[src/rtl/tm_step_engine.sv]
// Turing-machine step engine: drives {state, symbol} to the transition table and applies the returned entry.
// Optional step budget enabled by defining TM_STEP_LIMIT_EN.
module tm_step_engine #(
  parameter int unsigned             STATE_WIDTH = 14,
  parameter int unsigned             HEAD_WIDTH  = 8,
  parameter logic [STATE_WIDTH-1:0]  START_STATE = '0,
  parameter logic [STATE_WIDTH-1:0]  HALT_STATE  = '1,
  parameter int unsigned             MAX_STEPS   = 1000
) (
  input  logic                   clk,
  input  logic                   rst_n,
  input  logic                   start,
  input  logic [HEAD_WIDTH-1:0]  head_init,
  input  logic                   tape_we,
  input  logic [HEAD_WIDTH-1:0]  tape_waddr,
  input  logic                   tape_wdata,
  input  logic [HEAD_WIDTH-1:0]  tape_raddr,
  output logic                   tape_rdata,
  output logic [STATE_WIDTH:0]   mem_addr,
  input  logic [15:0]            mem_rdata,
  output logic                   busy,
  output logic                   done,
  output logic                   halted,
  output logic                   fault,
  output logic                   timeout,
  output logic [HEAD_WIDTH-1:0]  head,
  output logic [31:0]            step_count
);

  localparam int unsigned TAPE_LEN = 2**HEAD_WIDTH;

  localparam logic [1:0] S_IDLE  = 2'd0;
  localparam logic [1:0] S_FETCH = 2'd1;
  localparam logic [1:0] S_EXEC  = 2'd2;
  localparam logic [1:0] S_DONE  = 2'd3;

  logic [1:0]             fsm;
  logic [STATE_WIDTH-1:0] cur_state;
  logic [TAPE_LEN-1:0]    tape;

  logic [13:0]            ns_field;
  logic                   wr_sym;
  logic                   mv_right;
  logic [STATE_WIDTH-1:0] next_state;
  logic                   exec_halt;
  logic                   exec_fault;
  logic                   exec_timeout;
  logic [HEAD_WIDTH-1:0]  head_next;
  logic [31:0]            step_inc;

  assign ns_field   = mem_rdata[15:2];
  assign wr_sym     = mem_rdata[1];
  assign mv_right   = mem_rdata[0];
  assign next_state = STATE_WIDTH'(ns_field);

  assign tape_rdata = tape[tape_raddr];
  assign mem_addr   = {cur_state, tape[head]};
  assign busy       = (fsm == S_FETCH) || (fsm == S_EXEC);
  assign done       = (fsm == S_DONE);

  always_comb begin
    exec_halt    = (next_state == HALT_STATE);
    exec_fault   = mv_right ? (head == '1) : (head == '0);
    head_next    = head;
    if (!exec_fault)
      head_next = mv_right ? head + HEAD_WIDTH'(1) : head - HEAD_WIDTH'(1);
    step_inc     = (step_count == '1) ? step_count : step_count + 32'd1;
    exec_timeout = 1'b0;
`ifdef TM_STEP_LIMIT_EN
    exec_timeout = !exec_halt && !exec_fault && (step_inc == MAX_STEPS);
`endif
  end

  always_ff @(posedge clk or negedge rst_n) begin
    if (!rst_n) begin
      fsm        <= S_IDLE;
      cur_state  <= START_STATE;
      head       <= '0;
      tape       <= '0;
      step_count <= '0;
      halted     <= 1'b0;
      fault      <= 1'b0;
    end else begin
      case (fsm)
        S_IDLE, S_DONE: begin
          // Tape write lands before the first FETCH when paired with start.
          if (tape_we)
            tape[tape_waddr] <= tape_wdata;
          if (start) begin
            cur_state  <= START_STATE;
            head       <= head_init;
            step_count <= '0;
            halted     <= (START_STATE == HALT_STATE);
            fault      <= 1'b0;
            fsm        <= (START_STATE == HALT_STATE) ? S_DONE : S_FETCH;
          end
        end
        S_FETCH: fsm <= S_EXEC;
        S_EXEC: begin
          tape[head] <= wr_sym;
          cur_state  <= next_state;
          step_count <= step_inc;
          head       <= head_next;
          halted     <= exec_halt;
          fault      <= exec_fault;
          fsm        <= (exec_halt || exec_fault || exec_timeout) ? S_DONE : S_FETCH;
        end
        default: fsm <= S_IDLE;
      endcase
    end
  end

`ifdef TM_STEP_LIMIT_EN
  logic timeout_q;

  always_ff @(posedge clk or negedge rst_n) begin
    if (!rst_n)
      timeout_q <= 1'b0;
    else if ((fsm == S_IDLE || fsm == S_DONE) && start)
      timeout_q <= 1'b0;
    else if (fsm == S_EXEC)
      timeout_q <= exec_timeout;
  end

  assign timeout = timeout_q;
`else
  assign timeout = 1'b0;
`endif

endmodule

[config.mk]
export PLATFORM = sky130hd
export DESIGN_NAME = tm_step_engine
export DESIGN_NICKNAME = d
export VERILOG_FILES = /design/src/rtl/tm_step_engine.sv
export SDC_FILE = /design/constraint.sdc
export NUM_CORES = 1
export LEC_CHECK = 0
export BUFFER_PORTS_ARGS = -buffer_cell sky130_fd_sc_hd__clkbuf_2
export CAP_MARGIN = 20
export CORE_ASPECT_RATIO = 0.7
export CORE_MARGIN = 2
export CORE_UTILIZATION = 30
export CTS_BUF_LIST = sky130_fd_sc_hd__clkbuf_8
export DETAILED_ROUTE_END_ITERATION = 8
export PLACE_DENSITY_LB_ADDON = 0.05
export SYNTH_ARGS = -nofsm -noshare
export SYNTH_HDL_FRONTEND = slang
export SYNTH_SLANG_ARGS = --single-unit
export TNS_END_PERCENT = 10
[constraint.sdc]
create_clock -name clk -period 7.3 [get_ports clk]
set_clock_uncertainty 0.15 [all_clocks]
set_input_delay 1.095 -clock clk [delete_from_list [all_inputs] [get_ports clk]]
set_output_delay 1.095 -clock clk [all_outputs]
set_load 0.01 [all_outputs]
* Yosys cells after proc, flatten, opt, wreduce, memory -nomap -nowiden *
Cells that the tools add are included.

word-level totals
  register bits = 314
  output and inout port bits = 61
  memory bits (read-only) = 0
  bits in latches = 0
  memories kept = 0
  input port bits = 45
  word-level logic and storage cells = 65
  memory bits (writable) = 0

operators by class
  multiply operators = 0
  bitwise operators = 0
  add/sub/neg operators = 3
  divide/modulo/power cells = 0
  magnitude comparators = 5
  equality and inequality tests = 10
  mux-type cells = 28
  reduce and logical (&&, ||, !) cells = 12
  shift-type cells = 0

operator list
  operator               number
  $bwmux 256             2
  $pmux 256 s2           1
  $mux 256               1
  $mux 32                2
  $pmux 32 s2            1
  $add 32x1->32 const B  1
  $eq 32x32->1 const B   1
  $pmux 14 s2            1
  $lt 8x9->1 const B     3
  $mux 8                 3
  $bmux 1 s8             2
  $demux 1 s8            2
  $ge 8x1->1 const B     2
  $pmux 8 s2             1
  $eq 14x14->1 const B   1
  $mux 14                1
  $add 8x1->8 const B    1
  $eq 8x8->1 const B     1
  $logic_not 8->1        1
  $ne 2x2->1 const B     4
  $sub 8x1->8 const B    1
  $mux 1                 6
  $pmux 2 s3             1
  $reduce_and 3->1       2
  other kinds (10)       16

* Logic depth before layout (Yosys ltp) *
Gate-level depths: netlist of run 1.

  depth in word-level cells = 7
  depth in mapped cells = 12
  gate-level depth less buffers = 9

* Least setup slack after synthesis of run 1 *
Ideal clock, no wire load.

  kind = input to output
  from = in tape_raddr[1]
  to = out tape_rdata
  required time = 6055 ps
  arrival time = 3007 ps
  cell stages on the path = 10
  slack = 3048 ps
  path buffers = 4
  cell sequence = buf_2 > buf_2 > buf_2 > buf_2 > mux2i_1 > o22ai_1 > o41ai_1 > o22ai_1 > o21ai_0 > o2111ai_1

on the way
  longest elaborated chain between the ends = 2

RTL lines
  what                          RTL line  RTL
  start: declaration            17        input logic [HEAD_WIDTH-1:0] tape_raddr,
  $bmux 1 s8                    56        assign tape_rdata = tape[tape_raddr];
  $mux 1 (not written as such)  56
  end: declaration              18        output logic tape_rdata,

Every way passes these cells. The select of a mux whose other input is x is not followed.

* Final worst setup path of run 1 *
  from = reg head[0]
  to = out mem_addr[0]

on the way
  longest elaborated chain between the ends = 2

RTL lines
  what                          RTL line  RTL
  start: declaration            26        output logic [HEAD_WIDTH-1:0] head,
  start signal: assignment      91        head <= head_init;
  start signal: assignment      103       head <= head_next;
  $bmux 1 s8                    57        assign mem_addr = {cur_state, tape[head]};
  $mux 1 (not written as such)  57
  end: declaration              19        output logic [STATE_WIDTH:0] mem_addr,

Every way passes these cells. The select of a mux whose other input is x is not followed.

==> results of run 1 <==
## routing by layer
layer | vias up | GRT usage, %
li1 | 9990 | -
met1 | 12500 | 45.4
met2 | 1657 | 39.7
met3 | 278 | 11.3
met4 | 4 | 10.2
met5 | - | 0
## path summary, 6_finish.rpt
kind / cells past startpoint / to / startpoint / slack (ns)
worst max-delay path: 8 / mem_addr[0] / head[0] / 1.56
worst min-delay path: 1 / step_count[3] / rst_n / 0.28
worst max register to register: 9 / tape[224] / fsm[0] / 2.71
worst min register to register: 2 / halted / halted / 0.33
max in group asynchronous: 2 / head[0] / rst_n / 5.25
min in group clk: 2 / halted / halted / 0.33
## sequential cells by signal, summed over array words and instances, names as in the netlist
signal	cells
cur_state	14
step_count	32
tape	256
fault	1
fsm	2
head	8
halted	1
## cells in the mapped netlist, types with 6 or more instances
| cell | count |
|---|---|
| o22a_1 | 188 |
| xor2_1 | 7 |
| mux2_2 | 56 |
| o22ai_1 | 258 |
| mux4_1 | 12 |
| a22o_1 | 13 |
| and3_1 | 10 |
| a22oi_1 | 30 |
| inv_1 | 17 |
| mux2i_1 | 88 |
| nor2b_1 | 21 |
| o32a_1 | 6 |
| nand3_1 | 70 |
| nor4_1 | 16 |
| nor2_1 | 78 |
| xnor2_1 | 14 |
| a31oi_1 | 202 |
| buf_4 | 13 |
| nand2b_1 | 12 |
| clkbuf_1 | 219 |
| o21a_1 | 11 |
| dfrtp_1 | 314 |
| buf_2 | 29 |
| and2_1 | 8 |
| o21ai_0 | 104 |
| o221ai_1 | 10 |
| ha_1 | 10 |
| buf_1 | 17 |
| nor3_1 | 146 |
| a21oi_1 | 210 |
| nand2_1 | 145 |
| nand4_1 | 27 |
| mux4_2 | 94 |
## metrics by stage
step / setup WS, ns / instance area (sq um)
after floorplan: 3.05 / 23100
after global placement: 1.79 / 24200
after detailed placement: 1.74 / 24300
after CTS: 1.54 / 25500
after global routing: 1.43 / 25600
final: 1.56 / 25600
## worst max-delay path, delay by kind of cell, from the launching register on
family / cells / cell delay, ns
DFF: 1 / 0.97
AOI/OAI and AO/OA: 4 / 1.16
buffers and inverters: 2 / 0.74
and+or+nand+nor: 1 / 0.22
muxes: 1 / 0.63
## logic make-up (layout without fill, tap and decap cells)
logic type | count (synthesis) | count (layout)
simple gates | 556 | 556
other cells | 1 | 3
buf+inv | 301 | 295
flops | 314 | 314
compound gates | 1067 | 1067
mux | 250 | 250
fa+ha+maj | 11 | 11
xor+xnor | 21 | 21
## layout by cell type, fill, tap and decap left out, types with 6 or more instances in the layout
cell,n
a22o_1,13
nor2b_1,20
o22ai_1,258
inv_1,37
nor3_1,146
nand2_1,141
buf_4,61
xor2_1,7
o32a_1,6
clkbuf_8,76
xnor2_1,14
o21ai_0,104
nor2_1,78
and2_1,8
and3_1,10
nor4_1,15
o21a_1,11
mux4_1,12
ha_1,9
a31oi_1,202
clkinv_2,7
dfrtp_1,312
nand3_1,68
o22a_1,188
o221ai_1,10
mux2i_1,88
mux2_2,56
mux4_2,94
nand4_1,27
nand2b_1,12
a22oi_1,30
clkbuf_2,101
a21oi_1,209
## final cells by class
type	instances	area share [%]
antenna	2	0.0196
clock buffer	76	4.09
clock inverter	29	0.661
inverter	17	0.255
multi-input combinational	1906	54.8
sequential	314	30.8
tap	1000	4.90
timing repair buffer	173	4.51
## power by group through the flow
stage	clock network, uW	logic (uW)	registers (uW)
after floorplan	0	2300	2270
after global placement	0	3310	2570
after detailed placement	0	3360	2560
after CTS	1940	3370	2530
after global routing	2020	3650	2580
final	1900	3480	2560
==> flow_metrics.tcl, run 1 <==
set metrics [dict create \
    globalplace.congestion 0.936 \
    clk_pin_slew_ns 0.07 \
    synth_top_flop_cell "dfrtp_1" \
    root_buffer "clkbuf_8" \
    synth_compound_area_share_pct 30.2 \
    port_buffers 104 \
    antenna_found_initial 6 \
    met1Wirelength_mm 55.1 \
    relSlewSlack_pct 19.9 \
    die_width_um 336 \
    cp.required_ns 6.05 \
    internal_power_uw 4070 \
    initial_core_util_pct 30.1 \
    synth_area_leaders "dfrtp_1 (34%), mux4_2 (9.2%), o22a_1 (7.1%)" \
    final_cells 3517 \
    fillers 7898 \
    pwr-share-clk_pct 23.9 \
    clock_path_buffers 3 \
    synth_top_family_by_area "compound AO/OA/AOI/OAI gates" \
    ir_worst_vdd_v 0.000268 \
    synth_fp_nets 2577 \
    met3_length_mm 16.6 \
    final_net_count 2527 \
    combinationalPowerShare_pct 43.8 \
    die_h_um 236 \
    clk_latency_ns 0.73 \
    outcome "completed" \
    hold_ws_ns 0.280 \
    drc 0 \
    grt_setup_unrepaired "no" \
    multi_input_area_sq_mm 0.0140 \
    die_area_sq_mm 0.0792 \
    place_inst 3406 \
    wl_per_cell_um 35.3 \
    synth-xor-area-share_pct 0.797 \
    synth-edff-count 0 \
    cpMaxStageDelayCell "dfrtp_4" \
    seqPwrFrac_pct 32.2 \
    power_uw 7950 \
    clock-sinks 314 \
    max_cap_violations 0 \
    cts_setup_buffers 0 \
    htreeDepth 2 \
    cp.arrival_ns 4.49 \
    ctsResizeCount 0 \
    syn_area_per_cell_sq_um 9.16 \
    rows 85 \
    hold_class "in -> async" \
    power_leakage_uw 0.00921 \
    globalRouteTotalUtil_pct 30.5 \
    area_delta_synth_final_pct 10.7 \
    synth_top_cell_by_area "dfrtp_1" \
    yosysWarnings 0 \
    slew_viol_final 0 \
    p_switching_uw 3880 \
    grt_pass1_wl_mm 174 \
    grt_max_degree 142 \
    period_needed_ns 5.74 \
    ys_ff_latch 314 \
    synth_fa_ha_area_share_pct 0.629 \
    async_flop_share_pct 100 \
    max_freq_ghz 0.174 \
    cp_cell_sequence "buf_4 > mux4_1 > a221oi_2 > o22ai_1 > a211o_1 > a221oi_2 > nand4_1 > clkbuf_2" \
    end_kind "output pin" \
    drt-total-wl_mm 124 \
    final_core_util_pct 33.4 \
    drt-pass1-iter-count 6 \
    tns_ns 0 \
    synthCells 2521 \
    grt_pass1_vias 22200 \
    met2_length_mm 48.0 \
    drive_above_1_share_pct 17.0 \
    setup_viol 0 \
    synth_cell_types 70 \
    seq_area_sq_mm 0.00787 \
    start_kind "flop" \
    synth-simple-area-share_pct 11.7 \
    cts_buffers 59 \
    cts_hold_buf 0 \
    gr-total-overflow 0 \
    switching_share_pct 48.8 \
    ios 106 \
    criticalPathCategory "reg -> out" \
    highest_layer "met5" \
    hold_violations 0 \
    slowest_delay_ns 0.97 \
    drtIter0Drc 3351 \
    worst-slew-pin-transition_ns 1.20 \
    critPathMaxFanout 39 \
    via_count 24400 \
    synth_top_area_share_pct 34.0 \
    cp_common_cell "a221oi_2" \
    synth.yosys.seq_area_share_pct 34.0 \
    period_share_pct 78.6 \
    dp_hpwl_mm 81.6 \
    ant_nets 0 \
    coreArea_sq_mm 0.0766 \
    cts_tree "yes" \
    synth.cell_area_sq_mm 0.0231 \
    muxShareOfSynthArea_pct 17.1 \
    powerDensity_mw_per_mm2 311 \
    via_per_inst 6.94 \
]
No activity file was read; power rests on OpenSTA's default activity.
==> run 2, diff against run 1 <==
==> constraint.sdc (replaced) <==
create_clock -name clk -period 5.74 [get_ports clk]
set_clock_uncertainty 0.15 [all_clocks]
set_input_delay 0.861 -clock clk [delete_from_list [all_inputs] [get_ports clk]]
set_output_delay 0.861 -clock clk [all_outputs]
set_load 0.01 [all_outputs]
==> run 2 against run 1 <==
The flow now finishes with violations (negative hold slack); sequential cell count is the same; routed wire length grew 1.8%; first-iteration DRC count up 10%; utilization up 0.22 points; critical path type unchanged; largest power group unchanged.
==> flow_metrics.tcl, run 2 (synthesis gave the netlist of run 1 again) <==
set metrics [dict create \
    worst-slew-pin-transition_ns 1.12 \
    wl_per_cell_um 35.8 \
    cts_buffers 61 \
    highest_layer "met5" \
    outcome "finished, violations left" \
    dp_hpwl_mm 84.4 \
    met3_length_mm 16.1 \
    place_inst 3426 \
    largest_register_ffs 256 \
    drive_above_1_share_pct 17.5 \
    max_freq_ghz 0.192 \
    power_leakage_uw 0.00927 \
    met1Wirelength_mm 57.5 \
    ctsResizeCount 0 \
    start_kind "flop" \
    grt_pass1_wl_mm 175 \
    powerDensity_mw_per_mm2 393 \
    hold_class "in -> async" \
    clk_latency_ns 0.75 \
    initial_core_util_pct 30.1 \
    slew_viol_final 0 \
    die_area_sq_mm 0.0792 \
    ff2ff_path_depth 9 \
    cp.required_ns 4.73 \
    coreArea_sq_mm 0.0766 \
    cp_cell_sequence "buf_4 > mux4_2 > a22o_1 > a221oi_2 > o22ai_1 > a211o_1 > a221oi_2 > nand4_1 > clkbuf_2" \
    violations "negative hold slack" \
    final_cell_mix "dfrtp_1 (312), o22ai_1 (258), a21oi_1 (209)" \
    period_needed_ns 5.21 \
    timing.final.ws_setup_ns 0.529 \
    setup_viol 0 \
    hold_ws_ns -0.0311 \
    tns_ns 0 \
    critPathMaxFanout 25 \
    reg_top3 "tape: 256 flops, step_count: 32 flops, cur_state: 14 flops" \
    globalplace.congestion 0.948 \
    relSlewSlack_pct 25.2 \
    drc 0 \
    largest_register "tape" \
    cts_setup_buffers 0 \
    antenna_found_initial 1 \
    grt_max_degree 130 \
    grt_pass1_vias 22000 \
    mostFrequentLayoutCell "dfrtp_1" \
    rows 85 \
    port_buffers 104 \
    clk_pin_slew_ns 0.07 \
    drt-pass1-iter-count 6 \
    ir_worst_vdd_v 0.000312 \
    clock_path_buffers 3 \
    slowest_delay_ns 0.78 \
    clock-sinks 314 \
    gr-total-overflow 0 \
    end_kind "output pin" \
    ios 106 \
    via_per_inst 6.97 \
    max_cap_violations 0 \
    final_cells 3529 \
    ant_nets 0 \
    met2_length_mm 48.2 \
    die_h_um 236 \
    htreeDepth 2 \
    criticalPathCategory "reg -> out" \
    cpMaxStageDelayCell "dfrtp_4" \
    cts_tree "yes" \
    drt-total-wl_mm 126 \
    drtIter0Drc 3694 \
    cts_hold_buf 0 \
    globalRouteTotalUtil_pct 30.8 \
    period_share_pct 90.8 \
    area_delta_synth_final_pct 11.4 \
    hold_violations 18 \
    die_width_um 336 \
    grt_setup_unrepaired "no" \
    cp_common_cell "a221oi_2" \
    via_count 24600 \
    final_net_count 2548 \
    cp.arrival_ns 4.20 \
    power_uw 10100 \
    post-place-ws_ns 1.04 \
    root_buffer "clkbuf_8" \
]
## run 2: power by group
group          switching, uW  internal [uW]
sequential               666           2610
combinational           3180           1360
clock                   1140           1160
## run 2: worst paths after layout
| kind | to | slack [ns] | start |
|---|---|---|---|
| setup / recovery | mem_addr[0] | 0.53 | head[0] |
| hold / removal | step_count[4] | -0.03 | rst_n |
| setup reg to reg | tape[86] | 1.29 | fsm[0] |
| hold reg to reg | halted | 0.33 | halted |
| max in group asynchronous | cur_state[6] | 4.25 | rst_n |
| min in group clk | fsm[1] | 0.26 | start |
## run 2: layer usage
| metal | global-route usage [%] | vias up |
|---|---|---|
| li1 | - | 10000 |
| met1 | 46.9 | 12600 |
| met2 | 39.6 | 1707 |
| met3 | 10.8 | 260 |
| met4 | 9.27 | 7 |
| met5 | 1.95 | - |
## run 2: metrics by stage
step | cell area [sq um] | utilization (%)
finish | 25700 | 33.6
global route | 25700 | 33.6
CTS | 25700 | 33.5
detailed placement | 24500 | 32.0
global placement | 24400 | 31.9
floorplan | 23100 | -
## run 2: final cells by class
| class | instances | area [sq um] |
|---|---|---|
| diodes | 3 | 7.51 |
| clock buffers | 76 | 1050 |
| clock inverters | 21 | 86.3 |
| fillers | 7841 | 50900 |
| inverters | 17 | 65.1 |
| multi-input cells | 1906 | 14000 |
| flip-flops and latches | 314 | 7870 |
| well taps | 1000 | 1250 |
| repair buffers | 192 | 1390 |
## run 2: critical path: cells and delay by family (launching register included)
kind,cells,cell delay [ns]
flops,1,0.78
mux,1,0.55
simple gates,1,0.20
compound gates,5,1.32
buf+inv,2,0.60
